`src/rtl/sar_controller.sv`:
```
// sar_controller: successive-approximation sequencer for the SAR ADC core.
// Tracks the input for SAMPLE_CYCLES cycles and then runs an N-bit binary search
// (N = 12/14/16). Each trial holds sar_data for SETTLE_CYCLES cycles and reads
// comp_out on the last edge of the trial. The result is published for one DONE cycle.
module sar_controller #(
    parameter int SAMPLE_CYCLES = 4,
    parameter int SETTLE_CYCLES = 3
) (
    input  logic        clk,
    input  logic        reset_n,
    input  logic        start,
    input  logic        abort,
    input  logic [1:0]  resolution,
    input  logic        comp_out,
    output logic        sample_en,
    output logic        dac_enable,
    output logic [15:0] sar_data,
    output logic        busy,
    output logic [15:0] data_out,
    output logic        data_valid
);

    typedef enum logic [1:0] {
        S_IDLE    = 2'd0,
        S_SAMPLE  = 2'd1,
        S_CONVERT = 2'd2,
        S_DONE    = 2'd3
    } state_t;

    localparam logic [7:0] SAMPLE_LAST = 8'(SAMPLE_CYCLES - 1);
    localparam logic [7:0] SETTLE_LAST = 8'(SETTLE_CYCLES - 1);

    state_t      state_q, state_d;
    logic [7:0]  cnt_q, cnt_d;     // cycles spent in the current phase / bit trial
    logic [3:0]  bit_q, bit_d;     // bit under trial; holds N-1 while sampling
    logic [15:0] code_q, code_d;   // trial code driven to the DAC
    logic [15:0] data_q, data_d;   // last completed result
    logic [15:0] decided;          // trial code with the bit under test resolved

    // Current trial code with the bit under test replaced by the comparator decision
    always_comb begin
        decided          = code_q;
        decided[bit_q]   = comp_out;
    end

    // Next-state and datapath updates of the sequencer
    always_comb begin
        state_d = state_q;
        cnt_d   = cnt_q;
        bit_d   = bit_q;
        code_d  = code_q;
        data_d  = data_q;
        case (state_q)
            S_IDLE: begin
                // abort is deliberately ignored here, even together with start
                if (start) begin
                    state_d = S_SAMPLE;
                    cnt_d   = 8'd0;
                    code_d  = 16'd0;
                    case (resolution)
                        2'b00:   bit_d = 4'd11;
                        2'b01:   bit_d = 4'd13;
                        default: bit_d = 4'd15;
                    endcase
                end
            end
            S_SAMPLE: begin
                if (abort) begin
                    state_d = S_IDLE;
                    code_d  = 16'd0;
                end else if (cnt_q == SAMPLE_LAST) begin
                    state_d = S_CONVERT;
                    cnt_d   = 8'd0;
                    code_d  = 16'd1 << bit_q;
                end else begin
                    cnt_d = cnt_q + 8'd1;
                end
            end
            S_CONVERT: begin
                // abort has priority over the final bit decision
                if (abort) begin
                    state_d = S_IDLE;
                    code_d  = 16'd0;
                end else if (cnt_q == SETTLE_LAST) begin
                    cnt_d = 8'd0;
                    if (bit_q != 4'd0) begin
                        code_d = decided | (16'd1 << (bit_q - 4'd1));
                        bit_d  = bit_q - 4'd1;
                    end else begin
                        data_d  = decided;
                        code_d  = 16'd0;
                        state_d = S_DONE;
                    end
                end else begin
                    cnt_d = cnt_q + 8'd1;
                end
            end
            default: begin
                // DONE lasts one cycle; start seen here is dropped
                state_d = S_IDLE;
            end
        endcase
    end

    // State and datapath registers, asynchronously cleared
    always_ff @(posedge clk or negedge reset_n) begin
        if (!reset_n) begin
            state_q <= S_IDLE;
            cnt_q   <= 8'd0;
            bit_q   <= 4'd0;
            code_q  <= 16'd0;
            data_q  <= 16'd0;
        end else begin
            state_q <= state_d;
            cnt_q   <= cnt_d;
            bit_q   <= bit_d;
            code_q  <= code_d;
            data_q  <= data_d;
        end
    end

    // Outputs decode straight from registered state so reset clears them immediately
    always_comb begin
        sample_en  = (state_q == S_SAMPLE);
        busy       = (state_q == S_SAMPLE) || (state_q == S_CONVERT);
        dac_enable = busy;
        data_valid = (state_q == S_DONE);
        sar_data   = code_q;
        data_out   = data_q;
    end

endmodule
```
`config.mk`:
```
export PLATFORM = sky130hd
export DESIGN_NAME = sar_controller
export DESIGN_NICKNAME = d
export VERILOG_FILES = /design/src/rtl/sar_controller.sv
export SDC_FILE = /design/constraint.sdc
export NUM_CORES = 1
export LEC_CHECK = 0
export BUFFER_PORTS_ARGS = -buffer_cell sky130_fd_sc_hd__clkbuf_2
export CELL_PAD_IN_SITES_DETAIL_PLACEMENT = 1
export CELL_PAD_IN_SITES_GLOBAL_PLACEMENT = 2
export CORE_AREA = 2 2 91 93
export CTS_CLUSTER_SIZE = 24
export DETAILED_ROUTE_END_ITERATION = 16
export DIE_AREA = 0 0 93 95
export GPL_ROUTABILITY_DRIVEN = 0
export PLACE_DENSITY_LB_ADDON = 0.1
export SLEW_MARGIN = 20
export SYNTH_ARGS = -nofsm -noshare
export SYNTH_HDL_FRONTEND = slang
export SYNTH_SLANG_ARGS = --single-unit
```
`constraint.sdc`:
```
create_clock -name clk -period 5.5 [get_ports clk]
set_input_delay 0.825 -clock clk [delete_from_list [all_inputs] [get_ports clk]]
set_output_delay 0.825 -clock clk [all_outputs]
set_load 0.01 [all_outputs]
```
==> results by group <==
CTS
  – Clock Latency Late Sink: around 0.31 ns
  – Total CTS buffers: 5
  – Maximum clock path buffer count: 2
  – Total setup buffers inserted after CTS: 0
  – Clk slew on worst S/H paths: about 0.090 ns
  – Post-cts sizing count: 0
  – Hold buffers post-CTS: 0
  – Root Buffer: clkbuf_8
  – CTS sink count: 46
  – CTS tree: done
  – # H-tree levels: 2

Synth
  – Syn Inst Count: 321
  – FF+latch count, synth: 46
  – Sequential fraction of the synthesis area: 0.402
  – Synth Area per Inst: 8.92 um2
  – Mapped cell area: 2860 um2
  – Count of cell types in the netlist: 46
  – Number of enable flip-flop cells after synthesis: 0
  – Yosys Warn Count: 0
  – Post-synthesis net count: 345
  – Ys async rst share: 1.00
  – Post-synth top flop: dfrtp_1

Timing
  – RSZ-0062 raised after global routing: false
  – Hold Violations, Final: 0
  – Slew margin rel.: 0.390
  – Slew @ Worst Pin: 0.913 ns
  – Layout Skew: 0.00568 ns
  – Min Tclk post-route: 2.92 ns
  – Fin crit share: 0.531
  – Setup TNS: 0 ns
  – Fmax: ~0.34 GHz
  – Worst setup margin: 2.58 ns
  – Final setup fails: 0
  – Max-slew violation count: 0

Final layout
  – Synth-to-Final Area Change: 13.5%
  – Core Util, Final: 0.410
  – Storage cell area: approximately 1200 um2
  – Layout cell share with drive strength beyond 1: 0.168
  – Fill count: 968
  – Nets: 380
  – Multi-input gate area: 1610 um2
  – Ant. Diodes: 0

Critical path
  – CP Launch Type: register
  – Worst path top cell family by delay: simple AND/OR/NAND/NOR gates
  – Worst path cell trace: inv_1, ha_1, or3b_4, nor2_1, nand2_1, mux2_2
  – Req. time, crit path: 5.69 ns
  – Type of the worst setup path: reg -> reg
  – Max stage delay cell, worst path: nand2_1
  – Worst-path maximum fanout: 31
  – Max incr delay on CP: 0.57 ns
  – Critical Path AT: 3.11 ns
  – Worst path bufs/invs: 1
  – Crit end category: register

Worst hold path
  – HP Class: reg -> reg

Global route
  – GRT Total Usage: 0.195
  – First-pass GRT wire length: 13,400 um
  – Initial antenna violation count: 0
  – Largest net degree at the start of global routing: 47
  – Total gr overflow: 0
  – Vias in the first global route: 2,520

Power and ir drop
  – Worst IR Drop VDD: 0.238 mV
  – Leakage: 1.54 nW
  – Power Dens Cells: 360 nW/um2

Route
  – Drt via density: approximately 5.4
  – Via Count: 2,497
  – Number of remaining DRC errors: 0
  – Detailed Routing Iterations Pass 1: 4
  – Initial drt markers: 91
  – Routed Antenna Nets: 0
  – Wire per inst: between 15 and 20 um
  – Post-Route WL: 7990 um

Floorplan
  – Core area: 7930 um2
  – Initial Utilization: 0.361
  – Io pins: 43
  – Die Footprint: 8840 um2
  – Height of the chip: about 95 um
  – Die Wd: 93 um
  – Row count: 33

Placed design
  – IO buf count: 42
  – DP HPWL: 5730 um
  – Pre-CTS WS: ~2.5 ns

Status
  – Outcome: complete, no violations

Job
  – Max-cap violations: 0
## synth_stat cells (all sizes together) (2+ instances only)
library cell	instances	area (um2)
a21oi	11	58.8
mux2i	15	150
nor2b	9	56.3
dfrtp	46	1150
nand4	3	18.8
o22ai	5	31.3
nand3b	3	22.5
ha	17	213
clkbuf	9	33.8
o22a	2	17.5
nor2	19	71.3
o211a	3	30.0
nor3	3	15.0
o21ai	42	210
o32ai	2	17.5
inv	8	30.0
nand3	13	65.1
nand2	50	188
and3	10	62.6
and2	4	25.0
a22o	6	52.6
a221oi	3	26.3
buf	7	42.5
mux2	3	37.5
nand2b	5	31.3
a31oi	10	77.6
## worst register-to-register path: cells and delay by family (launching register included)
family | cells | cell delay [ns]
muxes | 1 | 0.50
DFF | 1 | 0.49
buffers and inverters | 1 | 0.18
and+or+nand+nor | 3 | 1.24
adders and majority gates | 1 | 0.39
## flip-flops by register name, summed over array words and instances, names as in the netlist
signal and flops:
bit_q 4, cnt_q 8, data_out 16, sar_data 16, state_q 2
## final cells by class
class,instances,area share
clock buffers,7,0.0235
clock inverters,1,0.00924
inverters,8,0.00924
multi-input cells,251,0.494
flip-flops and latches,46,0.354
well taps,105,0.0404
repair buffers,44,0.0693
## cells by family after synthesis
family,share of synthesized area
compound gates,0.197
xor+xnor,0.00612
fa+ha+maj,0.0743
buf+inv,0.0371
flops,0.402
mux,0.0655
simple gates,0.218
## layer usage
metal,wire (um),GRT usage,vias up
li1,-,-,1219
met1,3800,0.263,1232
met2,3860,0.335,41
met3,254,0.0271,5
met4,72,0.0404,0
met5,0,0,-
## power by group
| group | switching [W] | total [W] | internal, W |
|---|---|---|---|
| Combinational | 0.000350 | 0.000521 | 0.000171 |
| Clock | 0.000117 | 0.000254 | 0.000136 |
| Sequential | 0.0000344 | 0.000396 | 0.000361 |
## layout by cell type (no fill, tap or decap), drive strengths merged, types with 8 or more instances in the layout
cell type,n
inv,8
nand3,13
nor2b,9
a31oi,10
nand2,50
nor2,19
ha,17
and3,10
clkbuf,49
mux2i,15
dfrtp,46
o21ai,42
a21oi,11
## through the flow
step / instance area (um2) / hold WS (ns) / cells / power (W)
after floorplan: 2860 / 0.493 / 321 / 0.000776
after global placement: 3140 / 0.462 / 454 / 0.000929
after detailed placement: 3140 / 0.470 / 454 / 0.000926
after CTS: 3250 / 0.493 / 462 / 0.00119
after global routing: 3250 / 0.525 / 462 / 0.00126
final: 3250 / 0.483 / 462 / 0.00117
## final timing paths
| check | slack [ns] | start | cells after the start | endpoint |
|---|---|---|---|---|
| min in group asynchronous | 0.61 | reset_n | 2 | data_out[13]$_DFFE_PN0P_ |
| max in group asynchronous | 4.46 | reset_n | 2 | bit_q[1]$_DFFE_PN0P_ |
| max reg2reg | 2.58 | bit_q[0]$_DFFE_PN0P_ | 6 | data_out[0]$_DFFE_PN0P_ |
| min | 0.48 | data_out[5]$_DFFE_PN0P_ | 2 | data_out[5]$_DFFE_PN0P_ |
| max | 2.58 | bit_q[0]$_DFFE_PN0P_ | 6 | data_out[0]$_DFFE_PN0P_ |
| min reg2reg | 0.48 | data_out[5]$_DFFE_PN0P_ | 2 | data_out[5]$_DFFE_PN0P_ |
No activity file was read; power rests on OpenSTA's default activity.
